==> config.mk <==
export PLATFORM = sky130hd
export DESIGN_NAME = scan_uart_tx
export DESIGN_NICKNAME = d
export VERILOG_FILES = /design/src/rtl/scan_uart_pkg.sv /design/src/rtl/uart_tx_core.sv /design/src/rtl/scan_uart_tx.sv
export SDC_FILE = /design/constraint.sdc
export NUM_CORES = 1
export LEC_CHECK = 0
export CORE_UTILIZATION = 35
export DETAILED_ROUTE_END_ITERATION = 7
export PLACE_DENSITY = 0.62
export SYNTH_ARGS = -nofsm -noshare
export SYNTH_HDL_FRONTEND = slang
export SYNTH_SLANG_ARGS = --single-unit
==> constraint.sdc <==
create_clock -name clk -period 1.7 [get_ports clk]
set_input_delay 0.34 -clock clk [delete_from_list [all_inputs] [get_ports clk]]
set_output_delay 0.34 -clock clk [all_outputs]
set_load 0.1 [all_outputs]
==> src/rtl/scan_uart_pkg.sv <==
// Purpose : shared FSM encodings, line levels and helpers for the scan return UART.
// Latency : n/a (declarations only).
// Backpressure: n/a.
// Optional feature macro: SCAN_UART_TX_PARITY_EN (selects 8E1 framing in uart_tx_core).
package scan_uart_pkg;

  typedef enum logic [2:0] {
    IDLE   = 3'd0,
    START  = 3'd1,
    DATA   = 3'd2,
    PARITY = 3'd3,
    STOP   = 3'd4
  } tx_state_t;

  localparam int   DATA_BITS   = 8;
  localparam logic START_LEVEL = 1'b0;
  localparam logic STOP_LEVEL  = 1'b1;
  localparam logic IDLE_LEVEL  = 1'b1;

  // Even parity bit: XOR of all data bits.
  function automatic logic even_parity(input logic [DATA_BITS-1:0] d);
    return ^d;
  endfunction

endpackage

==> src/rtl/uart_tx_core.sv <==
// Purpose : serialises one byte per frame (start, 8 data LSB-first, [parity], stop).
// Latency : byte accepted in IDLE -> start bit on tx the next cycle; frame = 10 (11) * CLKS_PER_BIT.
// Backpressure: in_rdy is high only in IDLE; in_dat is held by the producer until accepted.
// Ports   : clk, reset (async active-high), in_dat/in_vld/in_rdy byte input,
//           tx serial line (registered, idle high), active (frame in progress).
// Macro   : SCAN_UART_TX_PARITY_EN adds an even-parity bit between data and stop.
module uart_tx_core
  import scan_uart_pkg::*;
#(
  parameter int CLKS_PER_BIT = 4
) (
  input  logic                 clk,
  input  logic                 reset,
  input  logic [DATA_BITS-1:0] in_dat,
  input  logic                 in_vld,
  output logic                 in_rdy,
  output logic                 tx,
  output logic                 active
);

  localparam logic [7:0] BIT_LAST = 8'(CLKS_PER_BIT - 1);
  localparam logic [2:0] IDX_LAST = 3'(DATA_BITS - 1);

  tx_state_t              state;
  logic [7:0]             baud_cnt;
  logic [2:0]             bit_idx;
  logic [DATA_BITS-1:0]   shifter;
`ifdef SCAN_UART_TX_PARITY_EN
  logic                   par_bit;
`endif

  assign in_rdy = (state == IDLE);
  assign active = (state != IDLE);

  // tx is driven from the same register update as the state, so the line
  // level always changes on the cycle the state (or bit) changes.
  always_ff @(posedge clk or posedge reset) begin
    if (reset) begin
      state    <= IDLE;
      tx       <= IDLE_LEVEL;
      baud_cnt <= 8'd0;
      bit_idx  <= 3'd0;
      shifter  <= '0;
`ifdef SCAN_UART_TX_PARITY_EN
      par_bit  <= 1'b0;
`endif
    end else begin
      case (state)
        IDLE: begin
          tx <= IDLE_LEVEL;
          if (in_vld) begin
            shifter  <= in_dat;
`ifdef SCAN_UART_TX_PARITY_EN
            par_bit  <= even_parity(in_dat);
`endif
            tx       <= START_LEVEL;
            baud_cnt <= BIT_LAST;
            state    <= START;
          end
        end
        START: begin
          if (baud_cnt == 8'd0) begin
            state    <= DATA;
            bit_idx  <= 3'd0;
            tx       <= shifter[0];
            baud_cnt <= BIT_LAST;
          end else begin
            baud_cnt <= baud_cnt - 8'd1;
          end
        end
        DATA: begin
          if (baud_cnt == 8'd0) begin
            baud_cnt <= BIT_LAST;
            if (bit_idx == IDX_LAST) begin
`ifdef SCAN_UART_TX_PARITY_EN
              state <= PARITY;
              tx    <= par_bit;
`else
              state <= STOP;
              tx    <= STOP_LEVEL;
`endif
            end else begin
              bit_idx <= bit_idx + 3'd1;
              tx      <= shifter[bit_idx + 3'd1];
            end
          end else begin
            baud_cnt <= baud_cnt - 8'd1;
          end
        end
`ifdef SCAN_UART_TX_PARITY_EN
        PARITY: begin
          if (baud_cnt == 8'd0) begin
            state    <= STOP;
            tx       <= STOP_LEVEL;
            baud_cnt <= BIT_LAST;
          end else begin
            baud_cnt <= baud_cnt - 8'd1;
          end
        end
`endif
        STOP: begin
          if (baud_cnt == 8'd0) begin
            state <= IDLE;
          end else begin
            baud_cnt <= baud_cnt - 8'd1;
          end
        end
        default: begin
          state <= IDLE;
          tx    <= IDLE_LEVEL;
        end
      endcase
    end
  end

endmodule

==> src/rtl/scan_uart_tx.sv <==
// Purpose : samples TDO on returned-RTCK rising edges, packs LSB-first bytes, sends them as UART frames.
// Latency : last rtck rise -> start bit on tx in SYNC_STAGES + 3 clk cycles.
// Backpressure: none upstream; one hold byte, a byte completing while hold is full is dropped (sticky overrun).
// Ports   : clk, reset (async active-high), rtck/tdo (async scan return), flush (emit partial byte),
//           tx (serial line, idle high), busy (frame on line or hold valid), overrun (sticky drop flag).
// Macro   : SCAN_UART_TX_PARITY_EN selects 8E1 framing (default 8N1).
module scan_uart_tx
  import scan_uart_pkg::*;
#(
  parameter int CLKS_PER_BIT = 4,
  parameter int SYNC_STAGES  = 2
) (
  input  logic clk,
  input  logic reset,
  input  logic rtck,
  input  logic tdo,
  input  logic flush,
  output logic tx,
  output logic busy,
  output logic overrun
);

  logic [SYNC_STAGES-1:0] rtck_sync;
  logic [SYNC_STAGES-1:0] tdo_sync;
  logic                   prev_rtck;
  logic                   sync_rtck;
  logic                   sync_tdo;
  logic                   rise;

  logic [2:0]             bit_cnt;
  logic [DATA_BITS-1:0]   shift_reg;
  logic [DATA_BITS-1:0]   merged;
  logic                   complete;
  logic                   do_flush;
  logic                   done_vld;
  logic [DATA_BITS-1:0]   done_byte;

  logic                   hold_vld;
  logic [DATA_BITS-1:0]   hold_dat;
  logic                   core_rdy;
  logic                   core_active;
  logic                   accept;

  // rtck and tdo share one synchronizer depth so tdo is sampled with the
  // same delay as the rtck edge that qualifies it.
  always_ff @(posedge clk or posedge reset) begin
    if (reset) begin
      rtck_sync <= '0;
      tdo_sync  <= '0;
      prev_rtck <= 1'b0;
    end else begin
      rtck_sync <= {rtck_sync[SYNC_STAGES-2:0], rtck};
      tdo_sync  <= {tdo_sync[SYNC_STAGES-2:0], tdo};
      prev_rtck <= rtck_sync[SYNC_STAGES-1];
    end
  end

  assign sync_rtck = rtck_sync[SYNC_STAGES-1];
  assign sync_tdo  = tdo_sync[SYNC_STAGES-1];
  assign rise      = sync_rtck & ~prev_rtck;

  // The rise bit is merged first; a coincident flush then acts on the result.
  always_comb begin
    merged = shift_reg;
    if (rise) merged[bit_cnt] = sync_tdo;
  end

  assign complete = rise & (bit_cnt == 3'd7);
  assign do_flush = flush & ~complete & (rise | (bit_cnt != 3'd0));

  // shift_reg is cleared on every byte hand-off so a flushed partial is zero-padded.
  always_ff @(posedge clk or posedge reset) begin
    if (reset) begin
      bit_cnt   <= 3'd0;
      shift_reg <= '0;
      done_vld  <= 1'b0;
      done_byte <= '0;
    end else begin
      done_vld <= 1'b0;
      if (complete | do_flush) begin
        done_vld  <= 1'b1;
        done_byte <= merged;
        shift_reg <= '0;
        bit_cnt   <= 3'd0;
      end else if (rise) begin
        shift_reg <= merged;
        bit_cnt   <= bit_cnt + 3'd1;
      end
    end
  end

  assign accept = hold_vld & core_rdy;

  // The hold slot may refill in the same cycle the core takes its byte.
  always_ff @(posedge clk or posedge reset) begin
    if (reset) begin
      hold_vld <= 1'b0;
      hold_dat <= '0;
      overrun  <= 1'b0;
    end else begin
      if (accept) hold_vld <= 1'b0;
      if (done_vld) begin
        if (!hold_vld || accept) begin
          hold_vld <= 1'b1;
          hold_dat <= done_byte;
        end else begin
          overrun <= 1'b1;
        end
      end
    end
  end

  uart_tx_core #(
    .CLKS_PER_BIT(CLKS_PER_BIT)
  ) u_core (
    .clk    (clk),
    .reset  (reset),
    .in_dat (hold_dat),
    .in_vld (hold_vld),
    .in_rdy (core_rdy),
    .tx     (tx),
    .active (core_active)
  );

  assign busy = core_active | hold_vld;

endmodule

Word-level counts from Yosys, hierarchy flattened

Index checks and enable logic that the tools add are counted.

Bits in registers: 58
Input port bits: 5
Output and inout bits: 3
Word-level logic and storage cells: 95

$add $sub $neg: 3
Order comparisons: 3
Eq/ne operators: 12
Muxes and demuxes: 32
Bitwise operators: 12
Reductions and logical operators: 18

Operator list:

| operator                                              | count |
|---|---|
| 2-to-1 mux 8 bit                                      | 6 |
| 2-to-1 mux 3 bit                                      | 9 |
| one-hot mux 8 bit (3 select lines)                    | 1 |
| one-hot mux 3 bit (4 select lines)                    | 1 |
| 2-to-1 mux 1 bit                                      | 10 |
| equality test 3 bit, second input constant            | 3 |
| nonzero test 3 bit                                    | 3 |
| bitwise mux 8 bit                                     | 1 |
| logical NOT 8 bit                                     | 1 |
| < comparator 3 x 4 -> 1 bit, second input constant    | 2 |
| inequality test 2 x 1 -> 1 bit, second input constant | 4 |
| subtractor 8 x 1 -> 8 bit, second input constant      | 1 |
| adder 3 x 1 -> 3 bit, second input constant           | 2 |
| inequality test 2 bit, second input constant          | 3 |
| one-hot mux 3 bit (2 select lines)                    | 1 |
| AND reduction 2 bit                                   | 3 |
| AND reduction 3 bit                                   | 2 |
| AND 1 bit                                             | 5 |
| AND reduction 5 bit                                   | 1 |
| NOT 1 bit                                             | 4 |
| one-hot mux 1 bit (4 select lines)                    | 1 |
| AND reduction 4 bit                                   | 1 |
| nonzero test 2 bit                                    | 2 |
| binary-select mux 1 bit (select 3 bit)                | 1 |
| 10 further kinds                                      | 12 |

Longest topological paths before layout

Word-level depth: 8
Gate-level depth with buffers: 8

By module

Synthesis repeated with hierarchy kept, for this count alone.

Cells, all modules: 299
Area total of the unflattened synthesis: 3,158.0 sq um

By module, submodules not included:

| module       | instances | cells each | area an instance (sq um) | seq. area each (sq um) |
|---|---|---|---|---|
| scan_uart_tx | 1         | 157        | 1,724.2                  | 875.8 |
| uart_tx_core | 1         | 142        | 1,433.9                  | 576.8 |

Least setup slack after synthesis

OpenSTA, ideal clock, no wires.

Path kind: register -> register
Start: register u_core.baud_cnt[0]
End: register u_core.baud_cnt[6]
Setup time: 0.078 ns
Arrival time: 1.787 ns
Required time: 1.622 ns
Path slack: -0.165 ns
Cell stages (with the launch flop): 8
Buffers on the path: 1
Clock period less this slack: 1.865 ns
Path through: dfrtp_1 > inv_1 > ha_1 > or3b_1 > buf_2 > or3_1 > a211o_1 > a21oi_1

Word-level cells in the longest chain between the ends: 3

RTL lines:

| what                                                                             | RTL line            | RTL |
|---|---|---|
| from (decl)                                                                      | uart_tx_core.sv:25  | `logic [7:0] baud_cnt;` |
| from (signal assigned)                                                           | uart_tx_core.sv:68  | `baud_cnt <= baud_cnt - 8'd1;` |
| from (signal assigned)                                                           | uart_tx_core.sv:87  | `baud_cnt <= baud_cnt - 8'd1;` |
| from (signal assigned)                                                           | uart_tx_core.sv:105 | `baud_cnt <= baud_cnt - 8'd1;` |
| subtractor 8 x 1 -> 8 bit / logical NOT 8 bit (equally long branches)            | -                   |  |
| 2-to-1 mux 8 bit, or another cell as far along                                   | uart_tx_core.sv:102 | `if (baud_cnt == 8'd0) begin` |
| one-hot mux 8 bit (3 select lines) / AND reduction 3 bit (equally long branches) | -                   |  |

Parallel ways exist; a longest one is shown, timed or not. The select of a mux whose other input is x is not followed.
A chain may end at the register's enable or synchronous reset.

Worst setup path in the final report

Start: register u_core.baud_cnt[0]
End: register u_core.tx

Word-level cells in the longest chain between the ends: 3

RTL lines:

| what                                     | RTL line                               | RTL |
|---|---|---|
| logical NOT 8 bit *                      | uart_tx_core.sv:62, uart_tx_core.sv:72 |  |
| inequality test 2 x 1 -> 1 bit (no line) | -                                      |  |
| AND reduction 3 bit (no line) *          | -                                      |  |
| to (signal assigned)                     | uart_tx_core.sv:65                     | `tx <= shifter[0];` |
| to (signal assigned)                     | uart_tx_core.sv:84                     | `tx <= shifter[bit_idx + 3'd1];` |
| to (decl)                                | uart_tx_core.sv:17                     | `output logic tx,` |

Mark *: on every way between the ends. The rest lies on a longest branch, timed or not.

==> impl_metrics.tcl <==
set metrics [dict create \
    drc 0 \
    pwr-share-seq_pct 33.1 \
    synthXorXnorAreaFrac_pct 0.310 \
    ys_types 49 \
    synth.most_common_cell "dfrtp_1" \
    yosysWarningCount 0 \
    clock.fmax_ghz 0.547 \
    tightest_slew_ps 537 \
    crit_arrival_ps 2080 \
    first_pass_iters 4 \
    p_int_mw 3.53 \
    synthCells 255 \
    htreeDepth 3 \
    total_power_mw 5.49 \
    die_w_um 91.8 \
    syn_area_sq_um 2830 \
    min_path_type "input port to async pin" \
    die_h_um 91.8 \
    worstPathRequired_ps 1950 \
    synth_simple_gate_area_share_pct 13.3 \
    finalHoldViolCount 0 \
    p_leak_nw 1.71 \
    place_congestion 0.824 \
    timing.hold.ws_ps 313 \
    yosys.area.top_type_share_pct 50.5 \
    hold_buffers 0 \
    grt_pass1_vias 2269 \
    clock_skew_ps 14.0 \
    drv_cap 0 \
    synthMuxAreaShare_pct 11.9 \
    drive_gt1_share_pct 39.2 \
    fp.coreArea_sq_um 7770 \
    clk_path_buf_depth 2 \
    synth_edf_count 0 \
    synth_top_area_cell "dfrtp_1" \
    endpoint_kind "flop" \
    ir_drop_mv 0.625 \
    setup_slack_ps -128 \
    grt_antenna_before_repair 0 \
    numCtsBuffers 9 \
    synth_top_cells_by_count "dfrtp_1 (57), o21ai_0 (26), a21oi_1 (18), mux2_2 (17), nand2_1 (14)" \
    ys.flop_type "dfrtp_1" \
    fin_nets 321 \
    ant_nets 0 \
    grt_pass1_wl_mm 10.4 \
    area_growth_pct 33.6 \
    path_class "flop to flop" \
    cts_root_buf "clkbuf_8" \
    cts_sinks 58 \
    synth_compound_area_share_pct 16.9 \
    cp-start-kind "flop" \
    ys_top_cells_by_area "dfrtp_1 (50%), mux2_2 (6.8%), o21ai_0 (4.6%), mux2i_1 (3.5%), a21oi_1 (3.2%)" \
    syn_avg_cell_area_sq_um 11.1 \
    grt_start_max_net_pins 27 \
    clkTransAtPathRegs_ps 70 \
    fin_util_pct 48.6 \
    diodes 0 \
    power.density_nw_per_um2 1460 \
    cts_tree "yes" \
    crit_fanout 5 \
    routed_wl_mm 5.95 \
    synthAdderAreaFrac_pct 2.66 \
    hpwl_mm 4.10 \
    violations "negative setup slack" \
    synth_top_family_by_area "compound AO/OA/AOI/OAI gates" \
    via_per_inst 5.22 \
    wl_per_cell_um 14.3 \
    io_buffers 7 \
    start_util_pct 36.4 \
    synthArstFlopShare_pct 100 \
    maxSlewHeadroom_pct 64.1 \
    clk_latency_ps 340 \
    fin_crit_sh_pct 108 \
    post-route-min-period_ps 1830 \
    die-area_sq_um 8440 \
    status "complete, but fails checks" \
    p_switching_mw 1.96 \
    synth_nets 266 \
    setup_viol 7 \
    p_comb_share_pct 42.3 \
    ys_ff_latch 58 \
    row_count 32 \
    reg2regPathDepth 6 \
    maxSlewViolCount 0 \
    vias 2171 \
    io_pins 8 \
    grt_use_total_pct 15.7 \
    rsz0062_at_grt "true" \
    grt_remaining_overflow 0 \
    switching_share_pct 35.8 \
    drt_iter0_markers 77 \
    seq_area_frac_synth_pct 51.4 \
    clkPwrFrac_pct 24.6 \
]
[layer usage]
| metal | vias to the layer above | GRT usage, % | share of wire (%) |
|---|---|---|---|
| met5 | - | 0 | 0 |
| met4 | 0 | 5.86 | 1.6 |
| met3 | 12 | 5.14 | 3.1 |
| met2 | 32 | 26.7 | 51 |
| met1 | 1082 | 18.2 | 44 |
| li1 | 1045 | - | - |
[final cells by class]
cell class	count	area [sq um]
Clock buffer	9	124
Clock inverter	6	82.6
Fill cell	737	3990
Inverter	12	48.8
Multi-Input combinational cell	174	1430
Sequential cell	58	1460
Tap cell	102	128
Timing Repair Buffer	55	502
[kinds of logic (layout without fill, tap and decap cells)]
family / Yosys count / after routing
compound gates: 74 / 74
xor+xnor: 1 / 1
fa+ha+maj: 6 / 6
buf+inv: 23 / 82
flops: 58 / 58
mux: 29 / 29
simple gates: 64 / 64
[worst max-delay path, cell delays in order, from the launching register on]
cell and delay (ps):
dfrtp_1 380, inv_2 80, ha_4 130, or3b_4 400, buf_6 150, o211a_1 210, o41a_1 400
[final timing paths]
check | startpoint | to | slack, ps
worst max-delay path | u_core.baud_cnt[0] | u_core.tx | -130
worst min-delay path | reset | shift_reg[6] | 310
worst max register to register | u_core.baud_cnt[0] | u_core.tx | -130
worst min register to register | rtck_sync[0] | rtck_sync[1] | 350
max in group asynchronous | reset | u_core.tx | 900
min in group clk | rtck_sync[0] | rtck_sync[1] | 350
[layout by cell type, fill, tap and decap left out, types with 4 or more instances in the layout]
cell / n
buf_4: 42
clkbuf_8: 9
nand2b_1: 5
dfrtp_1: 54
a22o_1: 7
o21bai_1: 4
mux2i_1: 10
nand2_1: 12
inv_1: 9
nand3b_1: 7
buf_12: 5
a21oi_2: 8
o21ai_1: 10
nor2_1: 5
o21ai_0: 16
mux2_2: 16
nand3_1: 5
a21oi_1: 11
clkdlybuf4s50_1: 4
[timing repair]
item	CTS	global route
buffers inserted	7	3
resized for setup	13	31
pin swaps	7	14
setup endpoints to repair	17	26
[power by group through the flow]
stage	sequential [mW]	clock, mW	combinational [mW]
floorplan	1.96	0	1.18
global placement	1.82	0	2.00
detailed placement	1.83	0	2.05
CTS	1.82	1.39	2.15
global route	1.86	1.45	2.51
finish	1.82	1.35	2.32
[metrics by stage]
stage          instance area (sq um)  setup slack [ps]  cells  setup TNS [ps]
6_report                        3770              -128    416            -573
4_1_cts                         3650              -104    414            -458
3_3_place_gp                    3360              -135    393            -337
2_1_floorplan                   2870              -127    255            -159
3_5_place_dp                    3360              -198    393            -838
5_1_grt                         3770              -181    416           -1390
Note: power is estimated with default switching activity, not from simulation.
